==> config.mk <==
export PLATFORM = sky130hd
export DESIGN_NAME = mmix_flash_reader_flat
export DESIGN_NICKNAME = d
export VERILOG_FILES = /design/src/rtl/mmix_flash_reader_if.sv /design/src/rtl/mmix_flash_reader.sv /design/src/flat_wrapper.sv
export SDC_FILE = /design/constraint.sdc
export NUM_CORES = 1
export LEC_CHECK = 0
export CAP_MARGIN = 40
export CORE_MARGIN = 5
export CORE_UTILIZATION = 45
export DETAILED_ROUTE_END_ITERATION = 7
export DONT_BUFFER_PORTS = 1
export HOLD_SLACK_MARGIN = 0.15
export SETUP_SLACK_MARGIN = 0.02
export SYNTH_ARGS = -nofsm -noshare
export SYNTH_HDL_FRONTEND = slang
export SYNTH_SLANG_ARGS = --single-unit
==> constraint.sdc <==
create_clock -name clk -period 2.8 [get_ports clk]
set_input_delay 0.56 -clock clk [delete_from_list [all_inputs] [get_ports clk]]
set_output_delay 0.56 -clock clk [all_outputs]
set_load 0.02 [all_outputs]
==> src/rtl/mmix_flash_reader_if.sv <==
// rtl/mmix_flash_reader_if.sv - Avalon-MM slave and NOR flash pin bundle for mmix_flash_reader
//
// Purpose: groups the Avalon-MM read/write channel and the flash pin set into one bundle.
// Ports (signals):
//   avs_address[18:0]  octabyte index from the fabric
//   avs_read           read request, held while avs_waitrequest=1
//   avs_write          write request, acknowledged and discarded
//   avs_readdata[63:0] assembled octabyte, lowest-address byte in [63:56]
//   avs_waitrequest    Avalon stall, transfer completes when 0
//   flash_ADDR[21:0]   flash byte address
//   flash_CE_N         chip enable, active low
//   flash_OE_N         output enable, active low
//   flash_WE_N         write enable, held at 1
//   flash_RST_N        flash reset, active low
//   flash_DQ[7:0]      data byte from the flash pads
// Modports:
//   slave  - the controller
//   master - the surrounding environment (fabric master plus flash device)

interface mmix_flash_reader_if;
    logic [18:0] avs_address;
    logic        avs_read;
    logic        avs_write;
    logic [63:0] avs_readdata;
    logic        avs_waitrequest;
    logic [21:0] flash_ADDR;
    logic        flash_CE_N;
    logic        flash_OE_N;
    logic        flash_WE_N;
    logic        flash_RST_N;
    logic [7:0]  flash_DQ;

    modport slave (
        input  avs_address, avs_read, avs_write, flash_DQ,
        output avs_readdata, avs_waitrequest,
               flash_ADDR, flash_CE_N, flash_OE_N, flash_WE_N, flash_RST_N
    );

    modport master (
        output avs_address, avs_read, avs_write, flash_DQ,
        input  avs_readdata, avs_waitrequest,
               flash_ADDR, flash_CE_N, flash_OE_N, flash_WE_N, flash_RST_N
    );
endinterface

==> src/rtl/mmix_flash_reader.sv <==
// rtl/mmix_flash_reader.sv - Read-only Avalon-MM bridge to DE0 byte-mode parallel NOR flash
//
// Purpose: sequences the flash hardware reset after system reset, then turns each Avalon
// read into eight byte-mode flash accesses assembled big-endian into a 64-bit octabyte.
// Writes are acknowledged without touching the flash.
// Parameters:
//   WAIT_CYCLES - clocks each byte address is held before DQ is sampled (>=1)
//   RST_CYCLES  - clocks RST_N is held low, and clocks waited after it rises (>=1)
// Ports:
//   clk   - system clock
//   reset - synchronous, active-high reset
//   bus   - mmix_flash_reader_if.slave (Avalon-MM slave side plus flash pins)

module mmix_flash_reader #(
    parameter int WAIT_CYCLES = 4,
    parameter int RST_CYCLES  = 25
) (
    input  logic                   clk,
    input  logic                   reset,
    mmix_flash_reader_if.slave     bus
);

    // One counter serves both the reset phases and the per-byte wait, so it is sized
    // for the larger of the two reload values.
    localparam int CNT_MAX = (RST_CYCLES > WAIT_CYCLES) ? RST_CYCLES : WAIT_CYCLES;
    localparam int CW      = (CNT_MAX > 1) ? $clog2(CNT_MAX) : 1;
    localparam logic [CW-1:0] RST_LOAD  = CW'(RST_CYCLES - 1);
    localparam logic [CW-1:0] WAIT_LOAD = CW'(WAIT_CYCLES - 1);

    typedef enum logic [2:0] {
        RST_HOLD,
        RST_WAIT,
        IDLE,
        ACCESS,
        DONE
    } state_t;

    state_t        r_state;
    logic [CW-1:0] r_cnt;
    logic [2:0]    r_idx;
    logic [21:0]   r_addr;
    logic          r_ce_n;
    logic          r_oe_n;
    logic          r_rst_n;
    logic [63:0]   r_data;
    logic          r_waitreq;

    state_t        w_state_nxt;
    logic [CW-1:0] w_cnt_nxt;
    logic [2:0]    w_idx_nxt;
    logic [21:0]   w_addr_nxt;
    logic          w_ce_n_nxt;
    logic          w_oe_n_nxt;
    logic          w_rst_n_nxt;
    logic [63:0]   w_data_nxt;
    logic          w_cnt_zero;

    assign w_cnt_zero = (r_cnt == '0);

    always_ff @(posedge clk) begin
        if (reset) begin
            r_state   <= RST_HOLD;
            r_cnt     <= RST_LOAD;
            r_idx     <= 3'd0;
            r_addr    <= 22'd0;
            r_ce_n    <= 1'b1;
            r_oe_n    <= 1'b1;
            r_rst_n   <= 1'b0;
            r_data    <= 64'd0;
            r_waitreq <= 1'b1;
        end else begin
            r_state   <= w_state_nxt;
            r_cnt     <= w_cnt_nxt;
            r_idx     <= w_idx_nxt;
            r_addr    <= w_addr_nxt;
            r_ce_n    <= w_ce_n_nxt;
            r_oe_n    <= w_oe_n_nxt;
            r_rst_n   <= w_rst_n_nxt;
            r_data    <= w_data_nxt;
            // Registered so the stall drops in exactly the DONE cycle.
            r_waitreq <= (w_state_nxt != DONE);
        end
    end

    always_comb begin
        w_state_nxt = r_state;
        w_cnt_nxt   = r_cnt;
        w_idx_nxt   = r_idx;
        w_addr_nxt  = r_addr;
        w_ce_n_nxt  = r_ce_n;
        w_oe_n_nxt  = r_oe_n;
        w_rst_n_nxt = r_rst_n;
        w_data_nxt  = r_data;

        unique case (r_state)
            RST_HOLD: begin
                if (w_cnt_zero) begin
                    w_rst_n_nxt = 1'b1;
                    w_cnt_nxt   = RST_LOAD;
                    w_state_nxt = RST_WAIT;
                end else begin
                    w_cnt_nxt = r_cnt - CW'(1);
                end
            end

            RST_WAIT: begin
                if (w_cnt_zero) begin
                    w_state_nxt = IDLE;
                end else begin
                    w_cnt_nxt = r_cnt - CW'(1);
                end
            end

            IDLE: begin
                // A read takes priority over a simultaneous write.
                if (bus.avs_read) begin
                    w_addr_nxt  = {bus.avs_address, 3'b000};
                    w_ce_n_nxt  = 1'b0;
                    w_oe_n_nxt  = 1'b0;
                    w_idx_nxt   = 3'd0;
                    w_cnt_nxt   = WAIT_LOAD;
                    w_state_nxt = ACCESS;
                end else if (bus.avs_write) begin
                    w_state_nxt = DONE;
                end
            end

            ACCESS: begin
                if (w_cnt_zero) begin
                    // Byte index 0 lands in [63:56]; ~idx*8 gives the low bit of the lane.
                    w_data_nxt[{~r_idx, 3'b000} +: 8] = bus.flash_DQ;
                    if (r_idx != 3'd7) begin
                        w_idx_nxt  = r_idx + 3'd1;
                        // The base is octabyte aligned, so +1 never carries past bit 2.
                        w_addr_nxt = r_addr + 22'd1;
                        w_cnt_nxt  = WAIT_LOAD;
                    end else begin
                        w_ce_n_nxt  = 1'b1;
                        w_oe_n_nxt  = 1'b1;
                        w_state_nxt = DONE;
                    end
                end else begin
                    w_cnt_nxt = r_cnt - CW'(1);
                end
            end

            DONE: begin
                w_state_nxt = IDLE;
            end

            default: begin
                w_state_nxt = RST_HOLD;
            end
        endcase
    end

    assign bus.avs_readdata    = r_data;
    assign bus.avs_waitrequest = r_waitreq;
    assign bus.flash_ADDR      = r_addr;
    assign bus.flash_CE_N      = r_ce_n;
    assign bus.flash_OE_N      = r_oe_n;
    assign bus.flash_WE_N      = 1'b1;
    assign bus.flash_RST_N     = r_rst_n;

endmodule

==> src/flat_wrapper.sv <==
// flat-port wrapper written by rule: the top's interface ports become plain ports
module mmix_flash_reader_flat 
#(
    parameter int WAIT_CYCLES = 4,
    parameter int RST_CYCLES  = 25
)
  (clk, reset, bus_avs_address, bus_avs_read, bus_avs_write, bus_flash_DQ, bus_avs_readdata, bus_avs_waitrequest, bus_flash_ADDR, bus_flash_CE_N, bus_flash_OE_N, bus_flash_WE_N, bus_flash_RST_N);
  mmix_flash_reader_if bus_i ();
  input  logic clk;
  input  logic reset;
  input wire logic [$bits(bus_i.avs_address)-1:0] bus_avs_address;
  input wire logic [$bits(bus_i.avs_read)-1:0] bus_avs_read;
  input wire logic [$bits(bus_i.avs_write)-1:0] bus_avs_write;
  input wire logic [$bits(bus_i.flash_DQ)-1:0] bus_flash_DQ;
  output wire logic [$bits(bus_i.avs_readdata)-1:0] bus_avs_readdata;
  output wire logic [$bits(bus_i.avs_waitrequest)-1:0] bus_avs_waitrequest;
  output wire logic [$bits(bus_i.flash_ADDR)-1:0] bus_flash_ADDR;
  output wire logic [$bits(bus_i.flash_CE_N)-1:0] bus_flash_CE_N;
  output wire logic [$bits(bus_i.flash_OE_N)-1:0] bus_flash_OE_N;
  output wire logic [$bits(bus_i.flash_WE_N)-1:0] bus_flash_WE_N;
  output wire logic [$bits(bus_i.flash_RST_N)-1:0] bus_flash_RST_N;
  assign bus_i.avs_address = bus_avs_address;
  assign bus_i.avs_read = bus_avs_read;
  assign bus_i.avs_write = bus_avs_write;
  assign bus_i.flash_DQ = bus_flash_DQ;
  assign bus_avs_readdata = bus_i.avs_readdata;
  assign bus_avs_waitrequest = bus_i.avs_waitrequest;
  assign bus_flash_ADDR = bus_i.flash_ADDR;
  assign bus_flash_CE_N = bus_i.flash_CE_N;
  assign bus_flash_OE_N = bus_i.flash_OE_N;
  assign bus_flash_WE_N = bus_i.flash_WE_N;
  assign bus_flash_RST_N = bus_i.flash_RST_N;
  mmix_flash_reader #(.WAIT_CYCLES(WAIT_CYCLES), .RST_CYCLES(RST_CYCLES)) u_core (.clk(clk), .reset(reset), .bus(bus_i));
endmodule
**Yosys cells after proc, flatten, opt, wreduce, memory -nomap -nowiden**

Cells that the tools add are included.

- Register bits after elaboration: 100
- Latch bits: 0
- Memory bits (writable): 0
- Bits in read-only memories: 0
- Input bits: 31
- Output and inout port bits: 91
- Logic and storage cells: 62
- Memories kept: 0

- $add $sub $neg: 4
- Multiply operators: 0
- Divide/modulo/power cells: 0
- Magnitude comparators: 0
- Equal/unequal tests: 12
- Shift-type cells: 2
- Muxes and demuxes: 26
- Bitwise logic cells: 1
- Reduce and logical (&&, ||, !) cells: 9

Operator list:

| cell | count |
|---|---|
| 2-to-1 mux 22 bit | 3 |
| bitwise mux 64 bit | 1 |
| variable shift 8 x 8 -> 64 bit (first input constant) | 1 |
| variable part select 8 x 8 -> 64 bit | 1 |
| one-hot mux 22 bit (2 select lines) | 1 |
| 2-to-1 mux 3 bit | 9 |
| 2-to-1 mux 5 bit | 5 |
| adder 22 x 1 -> 22 bit (second input constant) | 1 |
| one-hot mux 5 bit (4 select lines) | 1 |
| one-hot mux 3 bit (5 select lines) | 1 |
| AND reduction 4 bit | 3 |
| != test 3 bit (second input constant) | 3 |
| negation 6 -> 8 bit | 1 |
| == test 3 x 2 -> 1 bit (second input constant) | 2 |
| != test 2 bit (second input constant) | 3 |
| one-hot mux 3 bit (2 select lines) | 1 |
| zero test 5 bit | 1 |
| subtractor 5 x 1 -> 5 bit (second input constant) | 1 |
| != test 2 x 1 -> 1 bit (second input constant) | 2 |
| AND reduction 2 bit | 2 |
| nonzero test 4 bit | 1 |
| adder 3 x 1 -> 3 bit (second input constant) | 1 |
| == test 3 x 1 -> 1 bit (second input constant) | 1 |
| == test 3 bit (second input constant) | 1 |
| other kinds (5) | 7 |

**Depth between registers and ports, before layout**

Gate-level depths: netlist of run 1.

- Depth in word-level cells: 5
- Depth in mapped cells: 9
- Mapped depth without buffers: 7

**Worst setup path after synthesis of run 1**

Ideal clock, no wire load.

- Kind: reg2reg
- Start: register u_core.r_idx[0]
- End: register u_core.r_data[16] (netlist: u_core.bus.avs_readdata[16])
- Arrival time: 1.961 ns
- Slack: 0.707 ns
- Cell stages (with the launch flop): 9
- Path buffers: 2
- Period minus slack after synthesis: 2.093 ns
- Path through: dfxtp_1 ha_1 ha_1 clkbuf_1 nand2_1 or3_1 clkbuf_1 nand2_1 a21oi_1

- Cells in the longest elaborated chain, start to end: 4
- Elaborated cells on any way between the ends: 5

RTL lines:

| what | RTL line | RTL |
|---|---|---|
| from (decl) | mmix_flash_reader.sv:40 | `logic [2:0] r_idx;` |
| from (signal assigned) | mmix_flash_reader.sv:74 | `r_idx <= w_idx_nxt;` |
| inverter 3 bit * | mmix_flash_reader.sv:131 | `w_data_nxt[{~r_idx, 3'b000} +: 8] = bus.flash_DQ;` |
| negation 6 -> 8 bit * | mmix_flash_reader.sv:131 |  |
| variable part select 8 x 8 -> 64 bit or variable shift 8 x 8 -> 64 bit (tied branches) | mmix_flash_reader.sv:131 |  |
| bitwise mux 64 bit * | mmix_flash_reader.sv:131 |  |
| to (signal assigned) | mmix_flash_reader.sv:79 | `r_data <= w_data_nxt;` |
| to (decl) | mmix_flash_reader.sv:45 | `logic [63:0] r_data;` |

Every way passes the cells marked *; elsewhere a longest branch is shown, timed or not.
A chain may end at the register's enable or synchronous reset.

**Worst setup path in the final report of run 1**

- Start: register u_core.r_idx[0]
- End: register u_core.r_addr[7] (netlist: u_core.bus.flash_ADDR[7])

- Cells in the longest elaborated chain, start to end: 3

RTL lines:

| what | RTL line | RTL |
|---|---|---|
| != test 3 bit | mmix_flash_reader.sv:132 | `if (r_idx != 3'd7) begin` |
| != test 2 x 1 -> 1 bit (no source line) | n/a |  |
| AND reduction 4 bit (no source line) | n/a |  |
| to (signal assigned) | mmix_flash_reader.sv:75 | `r_addr <= w_addr_nxt;` |
| to (decl) | mmix_flash_reader.sv:41 | `logic [21:0] r_addr;` |

No other way between the ends.

==> impl_metrics.ini, run 1 <==
[run_status]
outcome = finished clean

[power]
worst_ir_drop_vdd_v = 0.0002410
p_leak_uw = 0.001567
cellPowerDensity_nw_per_um2 = 498.8

[logic_synthesis]
yosys.area.top_type = dfxtp_1
syn_nets = 606
syn_area_um2 = 4568
async_reset_ff_share_pct = 0
synth_seq_cells = 100
synth_area_leaders = dfxtp_1, nand2_1, a21oi_1
postSynthCellCount = 571
synth_edf_count = 0
synthFlopType = dfxtp_1
ys_top_cells_by_count = nand2_1, dfxtp_1, a21oi_1
yosys_warnings = 0
yosysTopAreaCellShare_pct = 43.82
synth-seq-area-share_pct = 43.82
yosysMostFrequentCell = nand2_1
syn_avg_cell_area_um2 = 8.000
synth.distinct_cells = 62

[place]
place.gp.congestion = 0.7794
hpwl_mm = 8.772
portBuffers = 0
place_area_um2 = 4634

[die]
pin_count = 122
dieArea_um2 = 12270
num_rows = 36
coreArea_um2 = 9819
fp.dieW_um = 110.8
start_util_pct = 46.52
die_y_um = 110.8

[clocking]
cts_inserted_buffers = 9
htree_levels = 3
cts_sinks = 100
post_cts.repair.setup_buffers = 0
cts_tree = built
cts_resized = 0
clockBufferDepth = 2
ctsHoldBuffers = 0
clock-root-buffer = clkbuf_8
clk_pin_slew_ns = 0.10
clock_latency_ns = 0.36

[routing]
routedWlPerCell_um = 18.01
routed_via_density = 5.798
num_vias = 3995
final_antenna_net_count = 0
routed_wl_mm = 12.41
drt-pass1-iter-count = 6
first_iter_violations = 385
remaining_drc_errors = 0

[timing]
setup_viol = 0
relSlewSlack_pct = 62.23
tightest_slew_ns = 0.5631
post-route-period-util_pct = 85.38
fin_crit_ns = 2.391
slew_violations = 0
clock.fmax_ghz = 0.4183
setup_tns_ns = 0
hold_viol = 0
rsz0062_at_grt = no
skew_ns = 0.01479

[layout]
nNetsFinal = 586
drive_above_1_share_pct = 8.094
design_area_um2 = 4830
antenna_cells = 0
area_growth_pct = 5.724

[worst_setup_path]
startpoint_type = flip-flop
cp-end-kind = flip-flop
crit_fanout = 15
r2r_slack_ns = 0.41
path_class = flip-flop to flip-flop
crit_arrival_ns = 2.65
required_ns = 3.06

[grt]
grt_max_degree = 103
grt_remaining_overflow = 0
antenna_found_initial = 0
grt_pass1_vias = 3707
grt_pass1_wl_mm = 20.35
grt_usage_pct = 20.07

[worst_hold_path]
hold_class = primary input to flip-flop

[run]
maxCapViolCount = 0
path summary, 6_finish.rpt:
check                                                  from                     endpoint  cells past startpoint
worst min register to register  u_core.bus.avs_readdata[36]  u_core.bus.avs_readdata[36]                      2
worst max register to register              u_core.r_idx[0]     u_core.bus.flash_ADDR[7]                      7
worst max-delay path                        u_core.r_idx[0]     u_core.bus.flash_ADDR[7]                      7
worst min-delay path                                  reset     u_core.bus.flash_ADDR[5]                      1
cell usage in the layout, fill, tap and decap left out, types with 4 or more instances in the layout:
cell type  synthesis  final
nor2b_1            8      8
nand2b_1           4      4
inv_1              7      7
nand4_1            9      9
mux2i_1            8      8
nor3_1             6      6
nor2_1            36     36
nand3b_1           6      6
nor3_4             6      6
a21oi_1           82     82
dfxtp_1          100    100
nand2_1          127    127
clkbuf_8           0      9
a31oi_1            9      9
ha_1               4      4
o21ai_0           21     21
buf_4              4     13
or3_1              7      7
and3_1             8      8
nand3_1           16     16
a211oi_1           5      5
flip-flops by register name, summed over array words and instances (netlist names):
register	count
u_core.r_state	3
u_core.bus.avs_waitrequest	1
u_core.bus.flash_RST_N	1
u_core.bus.flash_OE_N	1
u_core.bus.flash_ADDR	22
u_core.bus.avs_readdata	64
u_core.r_idx	3
u_core.r_cnt	5
report_power, final:
| group | switching [uW] | total, uW | internal [uW] |
|---|---|---|---|
| registers | 20.5 | 1450 | 1430 |
| clock network | 550 | 898 | 348 |
| logic | 24.6 | 56.6 | 32.0 |
| total | 595 | 2410 | 1810 |
critical path, cell delays in order, from the launching register on:
cell,delay [ns]
dfxtp_1,0.33
ha_1,0.20
ha_1,0.27
nor4bb_1,0.50
a21o_1,0.54
o21ai_0,0.19
a2bb2oi_1,0.20
nor2_1,0.06
per-layer routing:
layer / part of all wire [%] / up-vias / GRT usage, % / routed length, um
met4: 1.3 / 0 / 5.090 / 163
met1: 44 / 1854 / 26.70 / 5472
met2: 45 / 146 / 30.83 / 5606
li1: - / 1973 / - / -
met5: 0 / - / 0 / 0
met3: 9.4 / 22 / 7.478 / 1165
metrics by stage:
stage | std cells | hold WS (ns) | utilization, % | power [uW] | setup slack, ns
final | 689 | 0.2738 | 49.18 | 2409 | 0.4094
after global routing | 689 | 0.2454 | 49.18 | 2519 | 0.1825
after CTS | 689 | 0.2402 | 49.18 | 2441 | 0.4430
after detailed placement | 673 | 0.5452 | 47.20 | 1543 | 0.4633
after global placement | 673 | 0.5339 | 47.20 | 1541 | 0.5850
after floorplan | 571 | 0.5146 | - | 1558 | 0.7068
final cells by class:
type	count	area, um2
Multi-Input combinational cell	420	2342
Tap cell	133	166.4
Clock inverter	7	71.32
Timing Repair Buffer	13	97.59
Sequential cell	100	2002
Inverter	7	26.28
Fill cell	1018	4990
Clock buffer	9	123.9
kinds of logic (layout without fill, tap and decap cells):
family,after synthesis,count (layout),synth area share (%)
flops,100,100,43.82
other cells,1,1,0.08209
buf+inv,51,36,4.903
simple gates,254,254,28.35
fa+ha+maj,4,4,1.096
compound gates,152,152,19.75
mux,9,9,2.000
Note: power is estimated with default switching activity, not from simulation.
==> inputs of run 2 (changes only) <==
--- a/config.mk
+++ b/config.mk
@@ -12,6 +12,7 @@
 export DONT_BUFFER_PORTS = 1
 export HOLD_SLACK_MARGIN = 0.15
 export SETUP_SLACK_MARGIN = 0.02
+export SLEW_MARGIN = 20
 export SYNTH_ARGS = -nofsm -noshare
 export SYNTH_HDL_FRONTEND = slang
 export SYNTH_SLANG_ARGS = --single-unit
==> results of run 2 <==
The final DEF is identical to that of run 1; final timing and power are the same.
==> inputs of run 3 (changes only) <==
--- a/config.mk
+++ b/config.mk
@@ -11,6 +11,7 @@
 export DETAILED_ROUTE_END_ITERATION = 7
 export DONT_BUFFER_PORTS = 1
 export HOLD_SLACK_MARGIN = 0.15
+export PLACE_DENSITY = 0.68
 export SETUP_SLACK_MARGIN = 0.02
 export SLEW_MARGIN = 20
 export SYNTH_ARGS = -nofsm -noshare
==> impl_metrics.ini, run 3 (synthesized netlist as in run 1, its figures left out) <==
[run_status]
outcome = finished clean

[power]
p_leak_uw = 0.001570
pwr-share-seq_pct = 59.3
net-switching-power_uw = 622.3
intPower_uw = 1829
cellPowerDensity_nw_per_um2 = 506.8
p_comb_share_pct = 2.3
worst_ir_drop_vdd_v = 0.0003475
swShare_pct = 25.38
power_frac_clock_pct = 38.3

[timing]
setup_tns_ns = 0
setup_ws_ns = 0.4970
relSlewSlack_pct = 61.83
hold_viol = 0
tightest_slew_ns = 0.5692
slew_violations = 0
post-route-period-util_pct = 82.25
skew_ns = 0.01724
fin_crit_ns = 2.303
setup_viol = 0
clock.fmax_ghz = 0.4342
rsz0062_at_grt = no

[clocking]
cts_tree = built
clock_latency_ns = 0.38
clockBufferDepth = 2
clk_pin_slew_ns = 0.11
post_cts.repair.setup_buffers = 0
cts_resized = 0
cts_sinks = 100
ctsHoldBuffers = 0
clock-root-buffer = clkbuf_8
htree_levels = 3
cts_inserted_buffers = 9

[worst_setup_path]
cp-end-kind = flip-flop
worstPathCellList = ha_1 > ha_1 > nor4bb_1 > a21o_1 > o21ai_0 > a2bb2oi_1 > nor2_1
cpLargestDelayFamily = compound AO/OA/AOI/OAI gates
r2r-end = u_core.bus.flash_ADDR[4]
critPathSlowestCell = a21o_1
r2r_start = u_core.r_idx[1]
r2r_slack_ns = 0.50
required_ns = 3.07
crit_arrival_ns = 2.57
r2r_cells = 7
path_class = flip-flop to flip-flop
startpoint_type = flip-flop
crit_top_cell = ha_1
crit_fanout = 15
worst-path-buf-inv = 0
critPathMaxStageDelay_ns = 0.53

[layout]
area_growth_pct = 5.889
multiInputGateArea_um2 = 2342
regArea_um2 = 2002
fill_cells = 985
largest_reg_flops = 64
layout_commonest_cell = nand2_1
drive_above_1_share_pct = 7.762
nNetsFinal = 584
antenna_cells = 0
design_area_um2 = 4837
mostFrequentLayoutCells = nand2_1, dfxtp_1, a21oi_1

[grt]
grt_pass1_vias = 3736
antenna_found_initial = 0
grt_remaining_overflow = 0
grt_max_degree = 103
grt_usage_pct = 19.90
grt_pass1_wl_mm = 20.29

[place]
hpwl_mm = 8.618
portBuffers = 0
post-place-ws_ns = 0.5208
place.gp.congestion = 0.8333
place_area_um2 = 4619

[routing]
routed_via_density = 5.822
routed_wl_mm = 12.45
first_iter_violations = 343
routedWlPerCell_um = 18.13
num_vias = 4000
remaining_drc_errors = 0
final_antenna_net_count = 0
drt-pass1-iter-count = 7

[run]
maxCapViolCount = 0

[die]
pin_count = 122
fp.dieW_um = 110.8
die_y_um = 110.8
num_rows = 36
dieArea_um2 = 12270
start_util_pct = 46.52
coreArea_um2 = 9819

[worst_hold_path]
worstHoldStart = reset
hold_depth = 1
min_to = u_core.bus.flash_ADDR[7]
hold_class = primary input to flip-flop
run 3: changes by cell type in the layout (fill, tap and decap cells not counted), sizes merged:
cell      delta
clkinvlp     -2
buf          -2
inv          -1
clkinv       +3
run 3: layout make-up:
type,count,share of cell area (%)
clock inverters,7,1.940
multi-input cells,420,48.42
repair buffers,11,1.707
inverters,7,0.5432
flip-flops and latches,100,41.39
well taps,133,3.440
clock buffers,9,2.561
run 3: layer usage:
metal | up-vias | wire (um) | track usage, %
met5 | - | 0 | 0
met4 | 0 | 238 | 5.665
met3 | 19 | 1277 | 8.297
met2 | 169 | 5659 | 29.94
met1 | 1858 | 5277 | 26.18
li1 | 1954 | - | -
run 3: worst max-delay path by stage:
stage,cells past startpoint,endpoint,slack [ns],startpoint
2_1_floorplan,8,u_core.bus.avs_readdata[16],0.71,u_core.r_idx[0]
3_3_place_gp,8,u_core.bus.avs_readdata[51],0.60,u_core.r_idx[1]
3_5_place_dp,8,u_core.bus.avs_readdata[52],0.52,u_core.r_idx[1]
4_1_cts,8,u_core.bus.avs_readdata[52],0.50,u_core.r_idx[1]
5_1_grt,7,u_core.bus.flash_ADDR[4],0.29,u_core.r_idx[1]
6_report,7,u_core.bus.flash_ADDR[4],0.50,u_core.r_idx[1]
run 3: per-stage QoR:
stage	std cells	total power [uW]	hold WS (ns)	util, %
floorplan	571	1558	0.5146	-
global placement	671	1541	0.5328	47.04
detailed placement	671	1543	0.5456	47.04
CTS	687	2480	0.2368	49.26
global route	687	2551	0.2305	49.26
finish	687	2452	0.2507	49.26
run 3: worst register-to-register path, cell delays in order, from the launching register on:
cell and delay, ns:
dfxtp_1 0.35, ha_1 0.19, ha_1 0.27, nor4bb_1 0.47, a21o_1 0.53, o21ai_0 0.17
a2bb2oi_1 0.18, nor2_1 0.05
run 3: power by group through the flow:
stage	sequential, uW	clock, uW	combinational, uW
5_1_grt	1460	1030	65.6
4_1_cts	1450	968	57.7
3_3_place_gp	1490	0	55.2
3_5_place_dp	1490	0	56.7
6_report	1450	940	57.6
2_1_floorplan	1480	0	77.0
